$ cat src/rtl/loader_wb_bridge.sv
// Bridges the hps_io download stream onto the SDRAM Wishbone port and shares that port with the core bus.
// Latency: core pass-through is combinational; a loader word reaches ram_stb two edges after its ioctl_wr.
// Backpressure: ioctl_wait rises at FIFO_DEPTH-1 entries; a push into a full FIFO is dropped and flagged.
module loader_wb_bridge #(
    parameter int FIFO_DEPTH = 4
) (
    input  logic        clk_sys,
    input  logic        reset,
    input  logic        ioctl_download,
    input  logic        ioctl_wr,
    input  logic [24:0] ioctl_addr,
    input  logic [31:0] ioctl_dout,
    input  logic [3:0]  ioctl_sel,
    output logic        ioctl_wait,
    input  logic        core_stb,
    input  logic        core_cyc,
    input  logic        core_we,
    input  logic [3:0]  core_sel,
    input  logic [21:0] core_adr,
    input  logic [31:0] core_dat_o,
    output logic        core_ack,
    output logic        ram_stb,
    output logic        ram_cyc,
    output logic        ram_we,
    output logic [3:0]  ram_sel,
    output logic [25:0] ram_adr,
    output logic [31:0] ram_dat_o,
    input  logic        ram_ack,
    output logic        loader_busy,
    output logic        overflow
);

    localparam int AW = $clog2(FIFO_DEPTH);
    localparam int CW = AW + 1;
    localparam int EW = 4 + 22 + 32;

    typedef enum logic [2:0] {
        ST_CORE,
        ST_DRAIN_CORE,
        ST_LOAD_IDLE,
        ST_LOAD_CYC,
        ST_FLUSH_IDLE,
        ST_FLUSH_CYC
    } state_t;

    state_t        state;

    // FIFO entry layout: {sel, word address [23:2], data}
    logic [EW-1:0] fifo_mem [FIFO_DEPTH];
    logic [AW-1:0] wr_ptr;
    logic [AW-1:0] rd_ptr;
    logic [CW-1:0] count;
    logic [EW-1:0] head;
    logic          fifo_empty;
    logic          fifo_full;
    logic          push;
    logic          pop;
    logic          drop;

    // Registered loader beat driven onto ram_* outside the pass-through states
    logic          ld_stb;
    logic          ld_we;
    logic [3:0]    ld_sel;
    logic [25:0]   ld_adr;
    logic [31:0]   ld_dat;

    logic          download_q;
    logic          pass;
    logic          unused_ok;

    // Inputs with no function here: cycle framing comes from core_stb, and
    // the loader only ever addresses the low 16 MB on word boundaries.
    assign unused_ok = ^{core_cyc, ioctl_addr[24], ioctl_addr[1:0]};

    assign fifo_empty = (count == '0);
    assign fifo_full  = (count == CW'(FIFO_DEPTH));
    assign head       = fifo_mem[rd_ptr];

    // A beat is retired on its ack; a full FIFO still accepts a push in that same cycle.
    assign pop  = ((state == ST_LOAD_CYC) || (state == ST_FLUSH_CYC)) && ram_ack;
    assign push = ioctl_wr && (!fifo_full || pop);
    assign drop = ioctl_wr && fifo_full && !pop;

    // One slot is kept spare for a write hps_io may already have in flight.
    assign ioctl_wait = (count >= CW'(FIFO_DEPTH - 1));

    // Storage has no reset; only the pointers and count define validity.
    always_ff @(posedge clk_sys) begin
        if (push) begin
            fifo_mem[wr_ptr] <= {ioctl_sel, ioctl_addr[23:2], ioctl_dout};
        end
    end

    // FIFO pointers and occupancy.
    always_ff @(posedge clk_sys or posedge reset) begin
        if (reset) begin
            wr_ptr <= '0;
            rd_ptr <= '0;
            count  <= '0;
        end else begin
            if (push) begin
                wr_ptr <= wr_ptr + AW'(1);
            end
            if (pop) begin
                rd_ptr <= rd_ptr + AW'(1);
            end
            case ({push, pop})
                2'b10:   count <= count + CW'(1);
                2'b01:   count <= count - CW'(1);
                default: count <= count;
            endcase
        end
    end

    // Sticky drop flag, cleared when a new download begins.
    always_ff @(posedge clk_sys or posedge reset) begin
        if (reset) begin
            download_q <= 1'b0;
            overflow   <= 1'b0;
        end else begin
            download_q <= ioctl_download;
            if (drop) begin
                overflow <= 1'b1;
            end else if (ioctl_download && !download_q) begin
                overflow <= 1'b0;
            end
        end
    end

    // Port ownership FSM and the registered loader beat.
    always_ff @(posedge clk_sys or posedge reset) begin
        if (reset) begin
            state       <= ST_CORE;
            loader_busy <= 1'b0;
            ld_stb      <= 1'b0;
            ld_we       <= 1'b0;
            ld_sel      <= '0;
            ld_adr      <= '0;
            ld_dat      <= '0;
        end else begin
            case (state)
                ST_CORE: begin
                    if (ioctl_download) begin
                        loader_busy <= 1'b1;
                        // Let a core cycle already on the bus finish first.
                        if (core_stb && !ram_ack) begin
                            state <= ST_DRAIN_CORE;
                        end else begin
                            state <= ST_LOAD_IDLE;
                        end
                    end
                end
                ST_DRAIN_CORE: begin
                    if (ram_ack) begin
                        state <= ioctl_download ? ST_LOAD_IDLE : ST_FLUSH_IDLE;
                    end
                end
                ST_LOAD_IDLE, ST_FLUSH_IDLE: begin
                    if (ioctl_download && (state == ST_FLUSH_IDLE)) begin
                        state <= ST_LOAD_IDLE;
                    end else if (!ioctl_download && (state == ST_LOAD_IDLE)) begin
                        state <= ST_FLUSH_IDLE;
                    end else if (!fifo_empty) begin
                        ld_stb <= 1'b1;
                        ld_we  <= 1'b1;
                        ld_sel <= head[EW-1 -: 4];
                        ld_adr <= {2'b00, head[53:32], 2'b00};
                        ld_dat <= head[31:0];
                        state  <= (state == ST_LOAD_IDLE) ? ST_LOAD_CYC : ST_FLUSH_CYC;
                    end else if (state == ST_FLUSH_IDLE) begin
                        // Buffer empty and nothing outstanding: hand the bus back.
                        loader_busy <= 1'b0;
                        state       <= ST_CORE;
                    end
                end
                ST_LOAD_CYC, ST_FLUSH_CYC: begin
                    if (ram_ack) begin
                        ld_stb <= 1'b0;
                        ld_we  <= 1'b0;
                        state  <= ioctl_download ? ST_LOAD_IDLE : ST_FLUSH_IDLE;
                    end
                end
                default: begin
                    state <= ST_CORE;
                end
            endcase
        end
    end

    // Core owns the port combinationally; reset forces the loader view so ram_* read as idle.
    assign pass = !reset && ((state == ST_CORE) || (state == ST_DRAIN_CORE));

    // Output mux between core pass-through and the registered loader beat.
    always_comb begin
        ram_stb   = ld_stb;
        ram_cyc   = ld_stb;
        ram_we    = ld_we;
        ram_sel   = ld_sel;
        ram_adr   = ld_adr;
        ram_dat_o = ld_dat;
        core_ack  = 1'b0;
        if (pass) begin
            ram_stb   = core_stb;
            ram_cyc   = core_stb;
            ram_we    = core_we;
            ram_sel   = core_sel;
            ram_adr   = {2'b00, core_adr, 2'b00};
            ram_dat_o = core_dat_o;
            core_ack  = ram_ack;
        end
    end

endmodule
$ cat config.mk
export PLATFORM = sky130hd
export DESIGN_NAME = loader_wb_bridge
export DESIGN_NICKNAME = d
export VERILOG_FILES = /design/src/rtl/loader_wb_bridge.sv
export SDC_FILE = /design/constraint.sdc
export NUM_CORES = 1
export LEC_CHECK = 0
export ABC_AREA = 1
export CAP_MARGIN = 10
export CELL_PAD_IN_SITES_DETAIL_PLACEMENT = 2
export CELL_PAD_IN_SITES_GLOBAL_PLACEMENT = 2
export CORE_ASPECT_RATIO = 1.25
export CORE_UTILIZATION = 35
export CTS_BUF_LIST = sky130_fd_sc_hd__clkbuf_2 sky130_fd_sc_hd__clkbuf_4 sky130_fd_sc_hd__clkbuf_8
export DETAILED_ROUTE_END_ITERATION = 7
export PLACE_DENSITY_LB_ADDON = 0.1
export SETUP_SLACK_MARGIN = 0.5
export SLEW_MARGIN = 20
export SYNTH_ARGS = -nofsm -noshare
export SYNTH_HDL_FRONTEND = slang
export SYNTH_SLANG_ARGS = --single-unit
$ cat constraint.sdc
create_clock -name clk_sys -period 5.3 [get_ports clk_sys]
set_input_delay 0.795 -clock clk_sys [delete_from_list [all_inputs] [get_ports clk_sys]]
set_output_delay 0.795 -clock clk_sys [all_outputs]
set_load 0.05 [all_outputs]
======== After elaboration in Yosys (flattened, before gate mapping) ========
Memories as Yosys holds them, arrays and structs flattened. A register that Yosys moved wholly into a read port is not among the register bits.
Cells that the tools add are included.
word-level totals
  register bits after elaboration ......... 14
  bits in writable memories ............... 232
  input bits .............................. 127
  output and inout bits ................... 69
  logic and storage cells ................. 97
  memories kept ........................... 1
operators by class
  add/sub/neg operators ................... 4
  magnitude comparators ................... 1
  equality and inequality tests ........... 17
  multiplexer cells ....................... 32
  bitwise operators ....................... 3
  reductions and logical operators ........ 31
memories
  memory    words  bits a word  read ports  clocked after Yosys merged registers in  write ports  RTL line  source
  fifo_mem  4      58           1           1                                        1            49        logic [EW-1:0] fifo_mem [FIFO_DEPTH];
operators with widths
  kind                   number
  $mux W32               1
  $mux W24               1
  $mux W3                8
  $mux W1                16
  $ne A2 B2 Y1 const B   7
  $eq A3 B3 Y1 const B   3
  $logic_and A1 B1 Y1    9
  $pmux W3 S3            1
  $reduce_bool A2 Y1     4
  $eq A3 B2 Y1 const B   2
  $logic_not A1 Y1       6
  $logic_not A3 Y1       2
  $pmux W3 S2            1
  $reduce_and A6 Y1      1
  $ne A5 B5 Y1 const B   1
  $reduce_and A5 Y1      1
  $add A2 B1 Y2 const B  2
  $mux W4                1
  $pmux W1 S2            2
  $reduce_and A4 Y1      1
  $reduce_or A2 Y1       2
  $add A3 B1 Y3 const B  1
  $eq A3 B1 Y1 const B   1
  $ge A3 B2 Y1 const B   1
  9 further kinds        13

======== Depth between registers and ports, before layout ========
  word-level depth ........................ 7
  mapped depth ............................ 11
  gate-level depth less buffers ........... 10

======== Worst setup path after synthesis ========
No wires, ideal clock.
  kind .................................... input-to-output
  from .................................... input port reset
  to ...................................... output port ram_stb
  data arrival time ....................... 4.515 ns
  required time ........................... 4.505 ns
  slack ................................... -0.010 ns
  cell stages on the path ................. 5
  path buffers ............................ 2
  path through ............................ inv_1 > nand2_1 > buf_2 > o21ai_0 > buf_4
between the ends
  cells in the longest elaborated chain, start to end .. 3
ends and longest elaborated chain
  item                 RTL line  source
  start, declared      8         input logic reset,
  $logic_not A1 Y1     191       assign pass = !reset && ((state == ST_CORE) || (state == ST_DRAIN_CORE));
  $logic_and A1 B1 Y1  191
  $mux W1              n/a
  end, declared        22        output logic ram_stb,
No other way between the ends.

======== Worst setup path in the final report ========
  from .................................... input port reset
  to ...................................... output port ram_dat_o[21]
between the ends
  cells in the longest elaborated chain, start to end .. 3
ends and longest elaborated chain
  item                 RTL line  source
  $logic_not A1 Y1     191
  $logic_and A1 B1 Y1  191
  $mux W32             202       if (pass) begin
  end, declared        27        output logic [31:0] ram_dat_o,
No other way between the ends.

==> out/qor.txt <==
status -> completed
hold_ws -> 470.5 ps
Mapped Cells -> 1071
Critical path buffers and inverters -> 4
Synth top area share -> 55.25%
critical path data required time -> 4510 ps
post-synthesis sequential area ratio -> 69.54%
TNS Setup -> 0 ps
Detailed Route Iter0 Violations -> 404
clock sink count -> 304
worst stage delay on the critical path -> 700 ps
first drt pass iteration count -> 4
Final setup viols -> 0
Skew-Pair Late Insertion Delay -> 580 ps
I/O pin count -> 196
CTS root buf -> clkbuf_8
Synth Warn # -> 0
Power Density -> 630.0 mW/mm^2
wire per inst -> 19.78 um
#FFs+latches synth -> 304
syn avg cell area -> 11.77 sq um
IO buf count -> 187
FMAX -> 252.8 MHz
Layout Nets -> 1396
largest net degree at the start of global routing -> 75
HPWL Detailed -> 21.07 mm
# hold bufs at CTS -> 0
Syn-to-layout area delta -> 26.70%
Worst-Margin Slew -> 946.3 ps
Rows -> 77
RSZ-0062 raised after global routing -> false
slowest stage cell, crit path -> clkdlybuf4s50_1
CP Capture Type -> primary output
fin util -> 45.06%
CP cell instances -> clkdlybuf4s50_1 -> clkinvlp_4 -> nand2_4 -> buf_12 -> mux2_2 -> clkdlybuf4s50_1
# Post-CTS Setup Buffers -> 0
drt drc -> 0
Synth area leader -> edfxtp_1
Reg clk slew, reported paths -> 60 ps
CP Max Fanout -> 34
final slew viol count -> 0
vias per inst -> 5.012
Pleak -> 6.030 nW
Core ar. -> 0.03545 sq mm
worst clock skew -> 13.42 ps
family with the most delay on the worst path -> buffers and inverters
total track usage -> 19.55%
final wirelength -> 35.21 mm
Post-DP Area -> 0.01496 sq mm
library cells used by synthesis -> 25
initial antenna violation count -> 1
chip width -> 171.8 um
Critical Path AT -> 3160 ps
die area -> 0.03680 sq mm
Tmin final -> 3956 ps
cts bufs inserted -> 50
Initial Utilization -> 35.57%
crit-path most repeated cell -> clkdlybuf4s50_1
Clock Tree Buf Depth -> 3
peak supply drop -> 258.4 uV
chip height -> 214.2 um
Mapped Area -> 0.01261 sq mm
TritonCTS clock tree -> done
fin worst setup slack -> 1344 ps
vias in the first global route -> 9945
Post-Place Setup Slack -> 1299 ps
period utilisation layout -> 74.63%
H-tree depth -> 2
# resized after CTS -> 0
largest cells by area after synthesis -> edfxtp_1, dfrtp_1, o21ai_0
final antenna-violating net count -> 0
Max-slew headroom -> 36.92%
layout cells sized above 1 -> 13.41%
design area -> 0.01598 sq mm
first-pass GRT wire length -> 54.34 mm
MaxCap Viol Count -> 0
Hold WC Path Type -> reg -> reg
RD Place Congestion -> 0.7327
crit path launch type -> input pin
Hold Vio Cnt, Final -> 0
global route total overflow -> 0
kind of critical path -> in -> out
vias -> 8922
-- worst register-to-register path: cells and delay by family (launching register included) --
family	cells	cell delay, ps
DFF	1	460
and+or+nand+nor	4	1480
buffers and inverters	1	360
AOI/OAI and AO/OA	1	490
-- state kept, by name (all words and copies together) (netlist names) --
register and cells:
ld_dat 32, count 3, ld_we 1, loader_busy 1, overflow 1, fifo_mem 232, ld_adr 22, rd_ptr 2
wr_ptr 2, download_q 1, ld_sel 4, state 3
-- cell usage in the layout (no fill, tap or decap), types with 30 or more instances in the layout --
cell	instances
nand3_1	71
nor2_1	183
o21ai_1	30
dfrtp_1	70
o21ai_0	152
edfxtp_1	232
clkbuf_8	56
clkdlybuf4s50_1	187
mux2_2	58
nand2_1	149
-- Yosys cell counts --
cell type	number
nand3_1	71
clkbuf_1	22
nor2_1	187
edfxtp_1	232
buf_4	7
xor2_1	2
a21oi_1	3
nand2_2	3
buf_2	31
nor2_2	2
inv_2	4
conb_1	1
nand2_1	150
buf_1	1
buf_6	6
dfrtp_1	72
o21ai_0	152
a31oi_1	1
fa_1	1
nor2_4	1
o21ai_1	30
ha_1	4
inv_1	25
mux2_2	58
nand4_1	5
-- layout make-up --
class	count	area [sq um]
Antenna cell	1	2.502
Clock buffer	74	905.9
Clock inverter	19	107.6
Fill cell	3708	19480
Inverter	29	115.1
Multi-Input combinational cell	674	3420
Sequential cell	304	8776
Tap cell	474	593.1
Timing Repair Buffer	205	2057
-- path summary, 6_finish.rpt --
path                            startpoint        endpoint  slack [ps]  cells past startpoint
worst max-delay path                 reset   ram_dat_o[21]        1340                      6
worst min-delay path            ld_dat[28]      ld_dat[28]         470                      2
worst max register to register    state[1]  fifo_mem[0][0]        2210                      6
worst min register to register  ld_dat[28]      ld_dat[28]         470                      2
max in group asynchronous            reset       rd_ptr[1]        3440                      4
min in group asynchronous            reset        state[2]         720                      3
-- through the flow --
step,instances,total power [mW]
global placement,1686,7.974
floorplan,1074,6.619
global route,1780,10.72
finish,1780,10.07
detailed placement,1686,8.142
CTS,1779,10.26
-- logic make-up after synthesis --
family	count (synthesis)	share of synthesized area, %
xor gates and xnor gates	2	0.1389
adders and majority gates	5	0.5557
buffers and inverters	96	3.731
DFF	304	69.54
muxes	58	5.180
other	1	0.02974
and+or+nand+nor	419	13.44
AOI/OAI and AO/OA	186	7.392
-- metal layers --
metal	part of all wire, %	global-route usage [%]	up-vias
met5	0	0	-
met4	2.2	5.988	0
met3	4.1	3.673	60
met2	54	36.92	177
met1	40	21.69	4571
li1	-	-	4114
-- where the power goes --
group / switching (mW) / leakage (nW) / total, mW / internal (mW)
logic: 2.95 / 2.49 / 4.36 / 1.41
registers: 0.396 / 3.00 / 3.64 / 3.25
clock network: 0.927 / 0.538 / 2.07 / 1.14
total: 4.27 / 6.03 / 10.1 / 5.79
Note: power is estimated with default switching activity, not from simulation.
